===== src/rtl/sample_path_pkg.sv =====
// Shared types and defaults for the sample RAM read path.
// Used by the reader top level and its output FIFO.
package sample_path_pkg;

    localparam int SAMPLE_ADDR_W     = 9;
    localparam int SAMPLE_DATA_W     = 8;
    localparam int SAMPLE_RD_LAT     = 2;
    localparam int SAMPLE_FIFO_DEPTH = 4;

    typedef enum logic [2:0] {
        IDLE,
        READ,
        DRAIN,
        FLUSH,
        DONE
    } state_t;

endpackage


===== src/rtl/sample_fifo.sv =====
// Small synchronous FIFO carrying {sop, eop, data} beats to the stream port.
// Power-of-two depth; clear empties it in one cycle.
module sample_fifo
    import sample_path_pkg::*;
#(
    parameter int WIDTH = SAMPLE_DATA_W + 2,
    parameter int DEPTH = SAMPLE_FIFO_DEPTH
) (
    input  logic                     clk,
    input  logic                     reset,
    input  logic                     clear,
    input  logic                     push,
    input  logic [WIDTH-1:0]         push_data,
    input  logic                     pop,
    output logic [WIDTH-1:0]         pop_data,
    output logic [$clog2(DEPTH):0]   count,
    output logic                     valid
);

    localparam int AW = $clog2(DEPTH);
    localparam int CW = AW + 1;

    logic [WIDTH-1:0] mem [DEPTH];
    logic [AW-1:0]    wr_ptr;
    logic [AW-1:0]    rd_ptr;
    logic             do_push;
    logic             do_pop;

    // A push into a full FIFO is only taken when a pop frees the slot.
    assign do_pop  = pop && (count != '0);
    assign do_push = push && !clear &&
                     ((count != CW'(DEPTH)) || do_pop);

    always_ff @(posedge clk or posedge reset) begin
        if (reset) begin
            wr_ptr <= '0;
            rd_ptr <= '0;
            count  <= '0;
        end else if (clear) begin
            wr_ptr <= '0;
            rd_ptr <= '0;
            count  <= '0;
        end else begin
            if (do_push)
                wr_ptr <= wr_ptr + AW'(1);
            if (do_pop)
                rd_ptr <= rd_ptr + AW'(1);
            count <= count + CW'(do_push) - CW'(do_pop);
        end
    end

    always_ff @(posedge clk) begin
        if (do_push)
            mem[wr_ptr] <= push_data;
    end

    assign pop_data = mem[rd_ptr];
    assign valid    = (count != '0);

endmodule


===== src/rtl/sample_reader.sv =====
// Fetches a block of samples from the sample RAM read port and
// emits them as a sop/eop framed valid/ready stream.
module sample_reader
    import sample_path_pkg::*;
#(
    parameter int ADDR_W     = SAMPLE_ADDR_W,
    parameter int DATA_W     = SAMPLE_DATA_W,
    parameter int RD_LAT     = SAMPLE_RD_LAT,
    parameter int FIFO_DEPTH = SAMPLE_FIFO_DEPTH
) (
    input  logic              clk,
    input  logic              reset,
    input  logic              start,
    input  logic [ADDR_W-1:0] base_addr,
    input  logic [ADDR_W:0]   length,
    input  logic              abort,
    output logic              busy,
    output logic              done,
    output logic [ADDR_W-1:0] avm_address,
    output logic              avm_chipselect,
    output logic              avm_read,
    input  logic [DATA_W-1:0] avm_readdata,
    output logic [DATA_W-1:0] st_data,
    output logic              st_valid,
    input  logic              st_ready,
    output logic              st_sop,
    output logic              st_eop
);

    localparam int LEN_W = ADDR_W + 1;
    localparam int CNT_W = $clog2(FIFO_DEPTH) + 1;
    localparam int OCC_W = CNT_W + 1;
    localparam int FL_W  = $clog2(RD_LAT + 1);
    localparam int ENT_W = DATA_W + 2;

    state_t            state;
    state_t            state_nx;
    logic [ADDR_W-1:0] addr_q;
    logic [LEN_W-1:0]  len_q;
    logic [LEN_W-1:0]  rem_q;
    logic [RD_LAT-1:0] pipe_vld;
    logic [RD_LAT-1:0] pipe_sop;
    logic [RD_LAT-1:0] pipe_eop;
    logic [FL_W-1:0]   flush_cnt;

    logic [CNT_W-1:0]  fifo_count;
    logic [OCC_W-1:0]  occupancy;
    logic              room;
    logic              issue;
    logic              first_rd;
    logic              last_rd;
    logic              drained;

    logic              fifo_push;
    logic              fifo_pop;
    logic              fifo_clear;
    logic              fifo_valid;
    logic [ENT_W-1:0]  fifo_din;
    logic [ENT_W-1:0]  fifo_dout;

    // Reads in flight already own a FIFO slot, so the FIFO cannot overflow.
    always_comb begin
        occupancy = OCC_W'(fifo_count);
        for (int i = 0; i < RD_LAT; i++)
            occupancy = occupancy + OCC_W'(pipe_vld[i]);
    end

    assign room     = occupancy < OCC_W'(FIFO_DEPTH);
    assign issue    = (state == READ) && room;
    assign first_rd = (rem_q == len_q);
    assign last_rd  = (rem_q == LEN_W'(1));

    assign fifo_clear = (state == FLUSH) ||
                        (abort && (state != IDLE));
    assign fifo_push  = pipe_vld[RD_LAT-1] && !fifo_clear;
    assign fifo_din   = {pipe_sop[RD_LAT-1],
                         pipe_eop[RD_LAT-1],
                         avm_readdata};
    assign fifo_pop   = st_valid && st_ready;

    assign drained = !(|pipe_vld) &&
                     ((fifo_count == '0) ||
                      ((fifo_count == CNT_W'(1)) && fifo_pop));

    always_comb begin
        state_nx = state;
        unique case (state)
            IDLE: begin
                if (start)
                    state_nx = (length == '0) ? DONE : READ;
            end
            READ: begin
                if (issue && last_rd)
                    state_nx = DRAIN;
            end
            DRAIN: begin
                if (drained)
                    state_nx = DONE;
            end
            FLUSH: begin
                if (flush_cnt == FL_W'(RD_LAT - 1))
                    state_nx = DONE;
            end
            DONE:    state_nx = IDLE;
            default: state_nx = IDLE;
        endcase
        if (abort && (state != IDLE))
            state_nx = FLUSH;
    end

    always_ff @(posedge clk or posedge reset) begin
        if (reset) begin
            state     <= IDLE;
            addr_q    <= '0;
            len_q     <= '0;
            rem_q     <= '0;
            pipe_vld  <= '0;
            pipe_sop  <= '0;
            pipe_eop  <= '0;
            flush_cnt <= '0;
        end else begin
            state <= state_nx;

            if ((state == IDLE) && start) begin
                addr_q <= base_addr;
                len_q  <= length;
                rem_q  <= length;
            end else if (issue) begin
                addr_q <= addr_q + ADDR_W'(1);
                rem_q  <= rem_q - LEN_W'(1);
            end

            // Frame tags ride alongside each read until its data returns.
            pipe_vld[0] <= issue;
            pipe_sop[0] <= issue && first_rd;
            pipe_eop[0] <= issue && last_rd;
            for (int i = 1; i < RD_LAT; i++) begin
                pipe_vld[i] <= pipe_vld[i-1];
                pipe_sop[i] <= pipe_sop[i-1];
                pipe_eop[i] <= pipe_eop[i-1];
            end

            if ((state == FLUSH) && !abort)
                flush_cnt <= flush_cnt + FL_W'(1);
            else
                flush_cnt <= '0;
        end
    end

    sample_fifo #(
        .WIDTH (ENT_W),
        .DEPTH (FIFO_DEPTH)
    ) u_fifo (
        .clk       (clk),
        .reset     (reset),
        .clear     (fifo_clear),
        .push      (fifo_push),
        .push_data (fifo_din),
        .pop       (fifo_pop),
        .pop_data  (fifo_dout),
        .count     (fifo_count),
        .valid     (fifo_valid)
    );

    assign busy           = (state != IDLE);
    assign done           = (state == DONE);
    assign avm_read       = issue;
    assign avm_chipselect = issue;
    assign avm_address    = addr_q;

    assign st_valid = fifo_valid;
    assign st_data  = st_valid ? fifo_dout[DATA_W-1:0] : '0;
    assign st_sop   = st_valid && fifo_dout[DATA_W+1];
    assign st_eop   = st_valid && fifo_dout[DATA_W];

endmodule


===== config.mk =====
export PLATFORM = sky130hd
export DESIGN_NAME = sample_reader
export DESIGN_NICKNAME = d
export VERILOG_FILES = /design/src/rtl/sample_path_pkg.sv /design/src/rtl/sample_fifo.sv /design/src/rtl/sample_reader.sv
export SDC_FILE = /design/constraint.sdc
export NUM_CORES = 1
export LEC_CHECK = 0
export ABC_CLOCK_PERIOD_IN_PS = 8400
export BUFFER_PORTS_ARGS = -buffer_cell sky130_fd_sc_hd__buf_2
export CAP_MARGIN = 10
export CORE_MARGIN = 4
export CORE_UTILIZATION = 40
export CTS_CLUSTER_SIZE = 8
export DETAILED_ROUTE_END_ITERATION = 16
export SLEW_MARGIN = 30
export SYNTH_ARGS = -nofsm -noshare
export SYNTH_HDL_FRONTEND = slang
export SYNTH_HIERARCHICAL = 1
export SYNTH_SLANG_ARGS = --single-unit

===== constraint.sdc =====
create_clock -name clk -period 8.4 [get_ports clk]
set_input_delay 0.84 -clock clk [delete_from_list [all_inputs] [get_ports clk]]
set_output_delay 0.84 -clock clk [all_outputs]
set_load 0.02 [all_outputs]

## After elaboration in Yosys (flattened, before gate mapping)

Memories as Yosys holds them, arrays and structs flattened.
Cells that the tools add are included.

- RAM bits: 40
- Flip-flop bits (word level): 47
- Memories: 1
- Word-level logic and storage cells: 86

- Magnitude comparators: 1
- Equality and inequality tests: 13
- $add $sub $neg: 9
- Reductions and logical operators: 31
- Multiplexer cells: 20

Memories:

| memory | words | width | read ports | clocked after memory_dff | write ports | line | RTL |
|---|---|---|---|---|---|---|---|
| u_fifo.mem | 4 | 10 | 1 | 0 | 1 | sample_fifo.sv:23 | `logic [WIDTH-1:0] mem [DEPTH];` |

Operator list:

| kind | count |
|---|---|
| 3-bit 2-to-1 mux | 7 |
| 10-bit 2-to-1 mux | 2 |
| 9-bit 2-to-1 mux | 2 |
| 1-bit logical AND | 15 |
| 3-bit != test, second input constant | 4 |
| 3-bit one-hot mux with 4 select lines | 1 |
| 10-bit by 1-bit equality test with 1-bit output, second input constant | 1 |
| 10-bit equality test | 1 |
| 10-bit zero test | 1 |
| 2-bit 2-to-1 mux | 5 |
| 10-bit by 1-bit subtractor with 10-bit output, second input constant | 1 |
| 9-bit by 1-bit adder with 9-bit output, second input constant | 1 |
| 8-bit 2-to-1 mux | 1 |
| 2-bit by 1-bit adder with 2-bit output, second input constant | 3 |
| 3-bit by 1-bit equality test with 1-bit output, second input constant | 2 |
| 3-bit by 2-bit equality test with 1-bit output, second input constant | 2 |
| 3-bit zero test | 2 |
| 2-bit nonzero test | 3 |
| 3-bit nonzero test | 2 |
| 3-bit by 1-bit adder with 4-bit output | 1 |
| 4-bit by 1-bit adder with 4-bit output | 1 |
| 4-bit by 3-bit < comparator with 1-bit output, second input constant | 1 |
| 4-bit AND reduction | 1 |
| 3-bit by 1-bit adder with 3-bit output | 1 |
| other kinds (8) | 13 |

## Depth between registers and ports, before layout

Gate-level depths: netlist of the first run.

- Depth after elaboration: 10
- Depth in mapped cells: 16
- Mapped depth without buffers: 15

## Modules after synthesis

The synthesis of the first run kept the hierarchy.

By module, submodules not included:

| module | seq. area each (µm²) | times used | area an instance (µm²) | cells an instance |
|---|---|---|---|---|
| sample_reader | 1001.0 | 1 | 2154.6 | 236 |
| sample_fifo | 1376.3 | 1 | 1939.4 | 99 |

## Worst setup path before layout of the first run

No wires, ideal clock.

- Kind: in2reg
- Start: input abort
- End: register u_fifo.count[2]
- Slack: 5.422 ns
- Cell stages on the path: 14
- Buffers on the path: 1
- Arrival: 2.891 ns
- Cells stage by stage: nor2b_1 > nor2_1 > nor2_1 > clkbuf_1 > nor3b_2 > inv_1 > ha_1 > inv_1 > ha_1 > inv_1 > fa_1 > xor2_1 > and2_1 > nor3_1

- Cells in the longest elaborated chain, start to end: 9

Ends and longest elaborated chain:

| element | line | RTL |
|---|---|---|
| start, declared | sample_reader.sv:16 | `input logic abort,` |
| 1-bit logical AND * | sample_reader.sv:74 | `(abort && (state != IDLE));` |
| 1-bit logical OR * | sample_reader.sv:73 | `assign fifo_clear = (state == FLUSH) \|\|` |
| net fifo_clear | sample_reader.sv:56 | `logic fifo_clear;` |
| 1-bit zero test | sample_fifo.sv:31, sample_reader.sv:75 |  |
| 1-bit logical AND | sample_reader.sv:75 | `assign fifo_push = pipe_vld[RD_LAT-1] && !fifo_clear;` |
| 1-bit logical AND (2 in a row) | sample_fifo.sv:31 | `assign do_push = push && !clear &&` |
| 3-bit by 1-bit adder with 3-bit output | sample_fifo.sv:48 | `count <= count + CW'(do_push) - CW'(do_pop);` |
| 3-bit by 1-bit subtractor with 3-bit output | sample_fifo.sv:48 |  |
| 3-bit 2-to-1 mux * | sample_fifo.sv:39 | `end else if (clear) begin` |
| end signal, assigned | sample_fifo.sv:48 |  |
| end, declared | sample_fifo.sv:16 | `output logic [$clog2(DEPTH):0] count,` |

The timed path passes the listed nets; every way through them passes the cells marked *.
A chain may end at the register's enable or synchronous reset.

## Worst setup path after layout of the first run

- Start: register state[0]
- End: register u_fifo.count[2]

- Cells in the longest elaborated chain, start to end: 10
- Elaborated cells between the ends (all ways): 11
- Classes of those cells: 2 x add/sub; 1 x eq/ne; 1 x mux; 7 x reduce/logical

Ends and longest elaborated chain:

| element | line | RTL |
|---|---|---|
| start, declared | sample_reader.sv:36 | `state_t state;` |
| start signal, assigned | sample_reader.sv:122 | `state <= state_nx;` |
| 3-bit nonzero test | sample_reader.sv:74 |  |
| 1-bit logical AND | sample_reader.sv:74 |  |
| 1-bit logical OR * | sample_reader.sv:73 |  |
| net fifo_clear | sample_reader.sv:56 |  |
| 1-bit zero test * | sample_reader.sv:75 |  |
| 1-bit logical AND * | sample_reader.sv:75 |  |
| net fifo_push | sample_reader.sv:54 | `logic fifo_push;` |
| 1-bit logical AND * (2 in a row) | sample_fifo.sv:31 |  |
| 3-bit by 1-bit adder with 3-bit output * | sample_fifo.sv:48 |  |
| 3-bit by 1-bit subtractor with 3-bit output * | sample_fifo.sv:48 |  |
| 3-bit 2-to-1 mux * | sample_fifo.sv:39 |  |

Marked as above.

==> run_results.csv, run 1 <==
group,metric,value,unit
sta,drv_slew,0,
sta,fin_setup_tns,0,ns
global_routing,grt_max_degree,41,
pwr,p_comb_share,30.8,%
synthesis,synth-seq-cells,87,
synthesis,netlist_instances,335,
synthesis,yosys.cell_types.count,50,
cells_and_area,seq_area,2377,sq um
placed_design,hpwl,5.675,mm
pwr,internal_power,808.1,uW
sta,relSlewSlack,41.71,%
synthesis,synthFlopType,"dfrtp_1",
cells_and_area,drive_above_1_share,23.29,%
setup_path,worst-path-max-fanout,11,
synthesis,postSynth.asyncResetShare,54.02,%
sta,fin_ws,5.092,ns
sta,fin_crit,3.308,ns
cells_and_area,n_antenna_cell,0,
setup_path,startpoint_type,"register",
synthesis,yosysWarnings,6,
detailed_routing,drt-met1-wl,3.655,mm
pwr,switching_share,37.54,%
setup_path,reg2regPathDepth,15,
pwr,seq_power_share,48.9,%
setup_path,arrival,3.57,ns
detailed_routing,wl_met3,498,um
setup_path,timing.rr.end,"u_fifo/count[2]$_DFF_PP0_",
detailed_routing,ant_nets,0,
detailed_routing,avgRoutedWirePerCell,15.41,um
synthesis,yosys-top-cells-count,"nand2_1, dfrtp_1, edfxtp_1",
cts,clockBufferDepth,2,
setup_path,r2r_setup_slack,5.09,ns
detailed_routing,highest_layer,"met4",
placed_design,pre_cts_ws,4.869,ns
setup_path,crit_end,"u_fifo/count[2]$_DFF_PP0_",
global_routing,grt-ovfl-total,0,
synthesis,syn-num-nets,379,
sta,timing.final.crit_share,39.39,%
cells_and_area,multi_input_area,1578,sq um
detailed_routing,viasPerCell,5.070,
sta,fmax,0.3023,GHz
floorplanning,num_io_pins,56,
synthesis,syn_area,4094,sq um
cts,cts_resized,0,
setup_path,crit_type,"register to register",
synthesis,synth_edf_count,40,
setup_path,cp.required,8.66,ns
detailed_routing,drc,0,
cts,ctsRootBufferMaster,"clkbuf_8",
pwr,pwr_density_cell,278.5,nW/um^2
cells_and_area,nFillCells,917,
cells_and_area,area_growth,13.48,%
cts,clk_pin_slew,0.08,ns
floorplanning,initial_core_util,41.50,%
detailed_routing,wl,8.134,mm
setup_path,cp-end-kind,"register",
synthesis,yosys.cell_count.top_type,"nand2_1",
floorplanning,fp.dieW,109.2,um
cts,cts_hold_buf,0,
placed_design,gp_congestion,0.7546,
pwr,clkPwrFrac,20.3,%
flow_run,drv_cap,0,
detailed_routing,dr.pass1.iters,5,
cts,htreeDepth,3,
pwr,p_switching,485.6,uW
synthesis,synth_top_area_cell,"edfxtp_1",
placed_design,io_buffer_count,55,
status,status,"complete, no violations",
pwr,ir_worst_vdd,0.0001934,V
sta,rsz0062_at_grt,"no",
cts,cts_setup_buffers,0,
cts,cts_tree,"done",
global_routing,grtUsageTotal,14.87,%
cells_and_area,nNetsFinal,434,
synthesis,synth_top_cell_area_share,29.34,%
sta,setup_viol,0,
synthesis,synth_area_leaders,"edfxtp_1, dfrtp_1, mux4_2",
synthesis,ys_seq_area_share,58.07,%
setup_path,cp-startpoint,"state[0]$_DFFE_PP0P_",
setup_path,r2r_start,"state[0]$_DFFE_PP0P_",
sta,worst_pin_slew,0.8744,ns
detailed_routing,initialDrtViolationCount,94,
cts,insertion_delay,0.36,ns
global_routing,grt_pass1_wl,13.68,mm
floorplanning,core,9864,sq um
global_routing,antenna_found_initial,0,
sta,hold_viol,0,
floorplanning,die_h,109.2,um
global_routing,grt_pass1_vias,2703,
min_path,hold_class,"register to register",
detailed_routing,num_vias,2677,
floorplanning,dieArea,11920,sq um
synthesis,syn_avg_cell_area,12.22,sq um
sta,skew,0.01827,ns
cts,cts_sinks,87,
pwr,p_leak,0.001952,uW
floorplanning,row_count,36,
cts,cts_buffers,9,
detailed_routing,met2_wirelength,3.881,mm
-- layout make-up --
type                    instances  share of cell area [%]
well taps                     133                   3.582
flip-flops and latches         87                   51.17
clock inverters                 6                  0.9426
multi-input cells             218                   33.96
clock buffers                  10                   2.747
repair buffers                 56                   6.087
inverters                      18                   1.508
-- critical path, cell delays in order, from the launching register on --
cell and delay, ns:
dfrtp_1 0.49, nor3_2 0.41, nor2b_1 0.11, nor2_1 0.14, nor2_1 0.18, nor2b_1 0.17
nor3b_2 0.29, inv_1 0.08, ha_1 0.27, inv_1 0.06, ha_1 0.13, inv_1 0.05
fa_1 0.38, xor2_1 0.16, and2_1 0.17, nor3_1 0.13
-- placed cells by master (no fill, tap or decap), types with 3 or more instances in the layout --
| master | instances |
|---|---|
| o211ai_1 | 9 |
| nor4_1 | 5 |
| clkbuf_8 | 9 |
| edfxtp_1 | 40 |
| o21ai_0 | 9 |
| ha_1 | 11 |
| a21oi_1 | 4 |
| buf_2 | 55 |
| xnor2_1 | 10 |
| nand4_1 | 7 |
| nor2b_1 | 5 |
| nor3_1 | 6 |
| mux4_2 | 10 |
| nand3_1 | 11 |
| and2_1 | 16 |
| xor2_1 | 9 |
| o311ai_0 | 3 |
| inv_1 | 17 |
| nand2_1 | 49 |
| nor2_1 | 23 |
| dfrtp_1 | 47 |
-- logic make-up after synthesis --
kind of cell | after synthesis | share of synthesized area (%)
AND/OR/NAND/NOR | 139 | 18.12
AO/OA/AOI/OAI | 35 | 6.143
XOR/XNOR | 19 | 4.065
buffers and inverters | 30 | 3.393
flip-flops | 87 | 58.07
adder cells (fa/ha/maj) | 12 | 3.851
multiplexers | 13 | 6.357
-- state kept, by name, indices dropped and copies added, names as in the netlist, 3 cells and up --
| register | cells |
|---|---|
| avm_address | 9 |
| len_q | 10 |
| u_fifo/mem | 40 |
| rem_q | 10 |
| u_fifo/count | 3 |
| state | 3 |
-- power groups by stage --
stage / Combinational (uW) / Sequential, uW / Clock [uW]
2_1_floorplan: 296 / 637 / 0
3_3_place_gp: 398 / 637 / 0
3_5_place_dp: 404 / 639 / 0
4_1_cts: 405 / 632 / 268
5_1_grt: 453 / 646 / 290
6_report: 399 / 632 / 262
-- through the flow --
stage / hold WS (ns) / power, uW / utilization, % / std cells / cell area (sq um)
after floorplan: 0.3312 / 933.1 / - / 335 / 4094
after global placement: 0.3330 / 1035 / 45.36 / 512 / 4474
after detailed placement: 0.3362 / 1043 / 45.36 / 512 / 4474
after CTS: 0.3557 / 1305 / 47.10 / 528 / 4646
after global routing: 0.3656 / 1389 / 47.10 / 528 / 4646
final: 0.3539 / 1294 / 47.10 / 528 / 4646
-- per-layer routing --
layer	vias up	global-route usage, %
li1	1304	-
met1	1294	19.17
met2	71	24.39
met3	8	4.737
met4	0	3.697
met5	-	0
-- worst min path at each step --
stage	end	depth (start not counted)	startpoint
after global placement	pipe_eop[1]$_DFF_PP0_	0	pipe_eop[0]$_DFF_PP0_
after floorplan	pipe_eop[1]$_DFF_PP0_	0	pipe_eop[0]$_DFF_PP0_
after global routing	pipe_eop[1]$_DFF_PP0_	0	pipe_eop[0]$_DFF_PP0_
after detailed placement	pipe_sop[1]$_DFF_PP0_	0	pipe_sop[0]$_DFF_PP0_
final	pipe_sop[1]$_DFF_PP0_	0	pipe_sop[0]$_DFF_PP0_
after CTS	pipe_sop[1]$_DFF_PP0_	0	pipe_sop[0]$_DFF_PP0_
No activity file was read; power rests on OpenSTA's default activity.
==> run 2: changes to the inputs <==
- ABC_AREA: not set -> 1
- ABC_CLOCK_PERIOD_IN_PS: 8400 -> 3000
- clock period: 8.4 -> 3 ns (I/O delays scaled with it)
==> run 2 against run 1 <==
Synthesized cell count grew 44%. Critical path depth grew 1. Critical endpoint unchanged. Setup slack lost 4.8 ns. Register-to-register slack lost 4.8 ns.
==> run_results.csv, run 2 <==
group,metric,value,unit
cts,cts_resized,0,
setup_path,cp-end-kind,"register",
cts,htreeDepth,3,
placed_design,gp_congestion,0.7883,
cts,cts_buffers,9,
cells_and_area,layout_common_cells,"nand2_1, nor2_1, inv_1",
floorplanning,die_h,112.5,um
setup_path,max_stage_delay,0.43,ns
global_routing,grtUsageTotal,15.47,%
detailed_routing,num_vias,3315,
floorplanning,fp.dieW,112.5,um
pwr,pwr_density_cell,776.4,nW/um^2
cells_and_area,area_growth,13.91,%
synthesis,netlist_instances,481,
pwr,ir_worst_vdd,0.0005704,V
synthesis,yosysWarnings,6,
detailed_routing,wl,9.460,mm
detailed_routing,drc,0,
synthesis,postSynth.asyncResetShare,54.02,%
synthesis,yosys.cell_count.top_type,"nand2_1",
synthesis,synth_edf_count,40,
cells_and_area,top_regs,"u_fifo/mem: 40 flops, len_q: 10 flops, rem_q: 10 flops",
setup_path,path_cells,"nor2_2 > nand2_4 > nand2_1 > nand2_1 > nor2_1 > inv_1 > nor2_1 > nand2_2 > ha_1 > inv_1 > ha_1 > inv_1 > fa_1 > nand3_1 > nand2_1 > nor2_1",
pwr,p_leak,0.002426,uW
cells_and_area,seq_area,2377,sq um
status,status,"complete, no violations",
sta,relSlewSlack,51.42,%
cells_and_area,drive_above_1_share,18.80,%
global_routing,grt_pass1_vias,3272,
cts,cts_sinks,87,
sta,skew,0.01737,ns
synthesis,synth_top_area_cell,"edfxtp_1",
synthesis,syn_area,4372,sq um
detailed_routing,dr.pass1.iters,4,
synthesis,synth-seq-cells,87,
global_routing,grt-ovfl-total,0,
sta,timing.final.crit_share,89.17,%
setup_path,slowest_stage,"dfrtp_1",
cts,insertion_delay,0.36,ns
synthesis,yosys.cell_types.count,33,
detailed_routing,avgRoutedWirePerCell,13.83,um
sta,worst_pin_slew,0.7279,ns
cells_and_area,multi_input_area,1640,sq um
cells_and_area,nNetsFinal,587,
setup_path,worst-path-max-fanout,7,
sta,fmax,0.3738,GHz
cts,clockBufferDepth,2,
floorplanning,dieArea,12670,sq um
synthesis,synth_top_cell_area_share,27.48,%
global_routing,antenna_found_initial,0,
floorplanning,core,10460,sq um
cells_and_area,largest_reg_flops,40,
placed_design,io_buffer_count,55,
synthesis,ys_seq_area_share,54.38,%
synthesis,syn-num-nets,525,
cells_and_area,utilization,47.60,%
synthesis,synth_area_leaders,"edfxtp_1, dfrtp_1, nand2_1",
cells_and_area,n_antenna_cell,0,
sta,rsz0062_at_grt,"no",
setup_path,crit_type,"register to register",
sta,fin_crit,2.675,ns
sta,setup_viol,0,
cts,cts_tree,"done",
synthesis,synthFlopType,"dfrtp_1",
setup_path,crit_family,"simple AND/OR/NAND/NOR gates",
sta,fin_setup_tns,0,ns
cts,clk_pin_slew,0.10,ns
global_routing,grt_pass1_wl,15.94,mm
cells_and_area,final_common_cell,"nand2_1",
global_routing,grt_max_degree,27,
cells_and_area,regMostFlops,"u_fifo/mem",
setup_path,crit_buf_inv,3,
detailed_routing,initialDrtViolationCount,123,
cts,ctsRootBufferMaster,"clkbuf_8",
setup_path,cp.required,3.29,ns
sta,drv_slew,0,
synthesis,syn_avg_cell_area,9.089,sq um
floorplanning,initial_core_util,41.78,%
placed_design,hpwl,6.638,mm
floorplanning,row_count,37,
sta,hold_viol,0,
flow_run,drv_cap,0,
setup_path,arrival,2.97,ns
detailed_routing,ant_nets,0,
detailed_routing,viasPerCell,4.846,
cts,cts_setup_buffers,0,
synthesis,yosys-top-cells-count,"nand2_1, nor2_1, inv_1",
cells_and_area,nFillCells,1022,
floorplanning,num_io_pins,56,
min_path,hold_class,"input pin to register",
setup_path,startpoint_type,"register",
## run 2: cell count changes after synthesis, sizes merged, moves of 4 or more
cell / before / now
and2: 16 / 0
buf: 7 / 12
clkbuf: 5 / 1
inv: 18 / 66
mux4: 10 / 0
nand2: 49 / 102
nand3: 11 / 41
nor2: 23 / 70
nor2b: 6 / 0
nor4: 5 / 0
o21ai: 10 / 35
o22ai: 0 / 16
xnor2: 10 / 1
## run 2: routing by layer
metal / track usage [%] / share of wire, % / up-vias
li1: - / - / 1702
met1: 19.91 / 47 / 1538
met2: 26.54 / 49 / 69
met3: 3.504 / 4.2 / 6
met4: 3.606 / 0.67 / 0
met5: 0 / 0 / -
## run 2: timing repair
action                                  4_1_cts  5_1_grt
endpoints found under the setup margin        0        0
endpoints found under the hold margin         7        0
hold buffers                                  1        0
## run 2: worst paths after layout
check | startpoint | cells past startpoint | slack, ns | to
min in group asynchronous | reset | 3 | 0.45 | u_fifo/rd_ptr[1]$_DFFE_PP0P_
min reg2reg | pipe_eop[0]$_DFF_PP0_ | 0 | 0.36 | pipe_eop[1]$_DFF_PP0_
max reg2reg | state[0]$_DFFE_PP0P_ | 16 | 0.32 | u_fifo/count[2]$_DFF_PP0_
max in group asynchronous | reset | 4 | 1.57 | len_q[5]$_DFFE_PP0P_
max | state[0]$_DFFE_PP0P_ | 16 | 0.32 | u_fifo/count[2]$_DFF_PP0_
min | abort | 2 | 0.15 | flush_cnt[0]$_DFF_PP0_
## run 2: per-stage QoR
step	area (sq um)	setup WS (ns)	hold WS (ns)	total power, uW	std cells
3_5_place_dp	4775	0.3443	0.2736	3105	667
2_1_floorplan	4372	0.5284	0.1034	2741	481
4_1_cts	4980	0.3183	0.1307	3908	684
6_report	4980	0.3250	0.1502	3866	684
5_1_grt	4980	0.01048	0.1270	4193	684
3_3_place_gp	4775	0.4325	0.2665	3074	667
## run 2: report_power, final
part           internal [uW]  switching [uW]  leakage [uW]
sequential              1480             234      0.000966
clock                    327             472     0.0000999
combinational            485             864       0.00136
total                   2300            1570       0.00243
## run 2: final cells by class
type | count | area share [%]
inverters | 67 | 5.050
clock inverters | 7 | 1.432
repair buffers | 64 | 6.935
multi-input cells | 314 | 32.94
clock buffers | 9 | 2.487
flip-flops and latches | 87 | 47.74
well taps | 136 | 3.417
## run 2: kinds of logic (layout without fill, tap and decap cells)
logic type                 Yosys count  after routing  share of synthesized area, %
xor gates and xnor gates            10             10                         2.004
adders and majority gates           12             12                         3.606
DFF                                 87             87                         54.38
buffers and inverters               80            147                         8.099
and+or+nand+nor                    224            224                         22.95
AOI/OAI and AO/OA                   68             68                         8.959
==> run 3: changes to the inputs <==
- GPL_ROUTABILITY_DRIVEN: not set -> 0
- MAX_ROUTING_LAYER: not set -> met4
==> run 3 against run 2 <==
Utilization did not move. Count of clock-buffer cells in the layout did not move. Critical path depth did not move. Sequential share of layout area did not move. Die area did not move. First-iteration DRC count rose by 3.3%. Non-clock buffer count did not move. Flip-flop and latch count did not move. Critical endpoint unchanged.
==> run_results.csv, run 3 (synthesis results as in run 2) <==
group,metric,value,unit
cts,cts_buffers,9,
sta,fin_crit,2.680,ns
cts,clk_pin_slew,0.10,ns
detailed_routing,initialDrtViolationCount,127,
cells_and_area,drive_above_1_share,18.80,%
cells_and_area,n_antenna_cell,0,
sta,relSlewSlack,51.45,%
placed_design,pre_cts_ws,0.3443,ns
pwr,p_leak,0.002426,uW
detailed_routing,num_vias,3320,
global_routing,grt_pass1_wl,15.95,mm
global_routing,grtUsageTotal,15.97,%
setup_path,crit_type,"register to register",
cells_and_area,nFillCells,1022,
setup_path,cp.required,3.29,ns
sta,fin_setup_tns,0,ns
sta,worst_pin_slew,0.7275,ns
flow_run,drv_cap,0,
cells_and_area,largest_reg_flops,40,
global_routing,antenna_found_initial,0,
pwr,pwr_density_cell,776.8,nW/um^2
cts,cts_tree,"done",
cts,insertion_delay,0.36,ns
floorplanning,core,10460,sq um
cts,htreeDepth,3,
pwr,ir_worst_vdd,0.0005698,V
global_routing,grt_pass1_vias,3271,
floorplanning,die_h,112.5,um
cells_and_area,nNetsFinal,587,
cells_and_area,area_growth,13.91,%
cells_and_area,top_regs,"u_fifo/mem: 40 flops, len_q: 10 flops, rem_q: 10 flops",
floorplanning,initial_core_util,41.78,%
detailed_routing,wl,9.455,mm
sta,fin_ws,0.3201,ns
setup_path,worst-path-max-fanout,7,
sta,setup_viol,0,
sta,skew,0.01970,ns
min_path,hold_class,"input pin to register",
floorplanning,num_io_pins,56,
floorplanning,fp.dieW,112.5,um
cts,cts_resized,0,
cells_and_area,final_common_cell,"nand2_1",
floorplanning,row_count,37,
floorplanning,dieArea,12670,sq um
placed_design,hpwl,6.638,mm
sta,hold_viol,0,
cts,clockBufferDepth,2,
setup_path,cp-end-kind,"register",
cells_and_area,seq_area,2377,sq um
sta,drv_slew,0,
cts,cts_setup_buffers,0,
detailed_routing,avgRoutedWirePerCell,13.82,um
global_routing,grt_max_degree,27,
detailed_routing,ant_nets,0,
cells_and_area,multi_input_area,1640,sq um
detailed_routing,viasPerCell,4.854,
detailed_routing,dr.pass1.iters,4,
sta,timing.final.crit_share,89.33,%
status,status,"complete, no violations",
placed_design,io_buffer_count,55,
cts,ctsRootBufferMaster,"clkbuf_8",
setup_path,startpoint_type,"register",
detailed_routing,drc,0,
sta,fmax,0.3732,GHz
global_routing,grt-ovfl-total,0,
cells_and_area,regMostFlops,"u_fifo/mem",
cts,cts_sinks,87,
setup_path,arrival,2.97,ns
sta,rsz0062_at_grt,"no",
cells_and_area,layout_common_cells,"nand2_1, nor2_1, inv_1",
run 3: cell counts in the layout (fill, tap and decap cells not counted):
Identical to the previous run, type by type.
run 3: what timing repair did:
action,4_1_cts,5_1_grt
setup endpoints to repair,0,0
hold endpoints to repair,7,0
hold buffers,1,0
run 3: report_power, final:
group / total [uW] / switching (uW) / internal, uW
sequential: 1720 / 234 / 1480
combinational: 1350 / 865 / 485
clock: 800 / 473 / 327
run 3: cell type report:
class                      count  area share, %
clock inverter                 7          1.432
tap                          136          3.417
inverter                      67          5.050
clock buffer                   9          2.487
timing repair buffer          64          6.935
sequential                    87          47.74
multi-input combinational    314          32.94
run 3: path summary, 6_finish.rpt:
path                                  startpoint                            to  slack, ns  cells past startpoint
setup / recovery            state[0]$_DFFE_PP0P_     u_fifo/count[2]$_DFF_PP0_       0.32                     16
setup reg to reg            state[0]$_DFFE_PP0P_     u_fifo/count[2]$_DFF_PP0_       0.32                     16
max in group asynchronous                  reset          len_q[5]$_DFFE_PP0P_       1.57                      4
hold / removal                             abort        flush_cnt[0]$_DFF_PP0_       0.15                      2
hold reg to reg            pipe_eop[0]$_DFF_PP0_         pipe_eop[1]$_DFF_PP0_       0.36                      0
min in group asynchronous                  reset  u_fifo/rd_ptr[1]$_DFFE_PP0P_       0.45                      3
run 3: critical path, cell delays in order (launching register included):
cell and delay [ns]:
dfrtp_1 0.43, nor2_2 0.18, nand2_4 0.10, nand2_1 0.14, nand2_1 0.14, nor2_1 0.11, inv_1 0.04, nor2_1 0.18
nand2_2 0.13, ha_1 0.29, inv_1 0.05, ha_1 0.13, inv_1 0.05, fa_1 0.40, nand3_1 0.11, nand2_1 0.05
nor2_1 0.09
run 3: metrics by stage:
step	instance area [sq um]	std cells	hold slack, ns	total power, uW	utilization, %
after floorplan	4372	481	0.1034	2741	-
after CTS	4980	684	0.1307	3908	47.60
after detailed placement	4775	667	0.2736	3105	45.64
after global routing	4980	684	0.1244	4193	47.60
final	4980	684	0.1499	3868	47.60
after global placement	4775	667	0.2665	3074	45.64
run 3: metal layers:
layer	vias up	share of wire, %	GRT usage, %	wire length, um
met5	-	0	-	0
met4	0	0.78	3.606	74
met3	7	3.5	3.558	334
met2	63	49	26.58	4659
met1	1549	46	19.95	4387
li1	1701	-	-	-
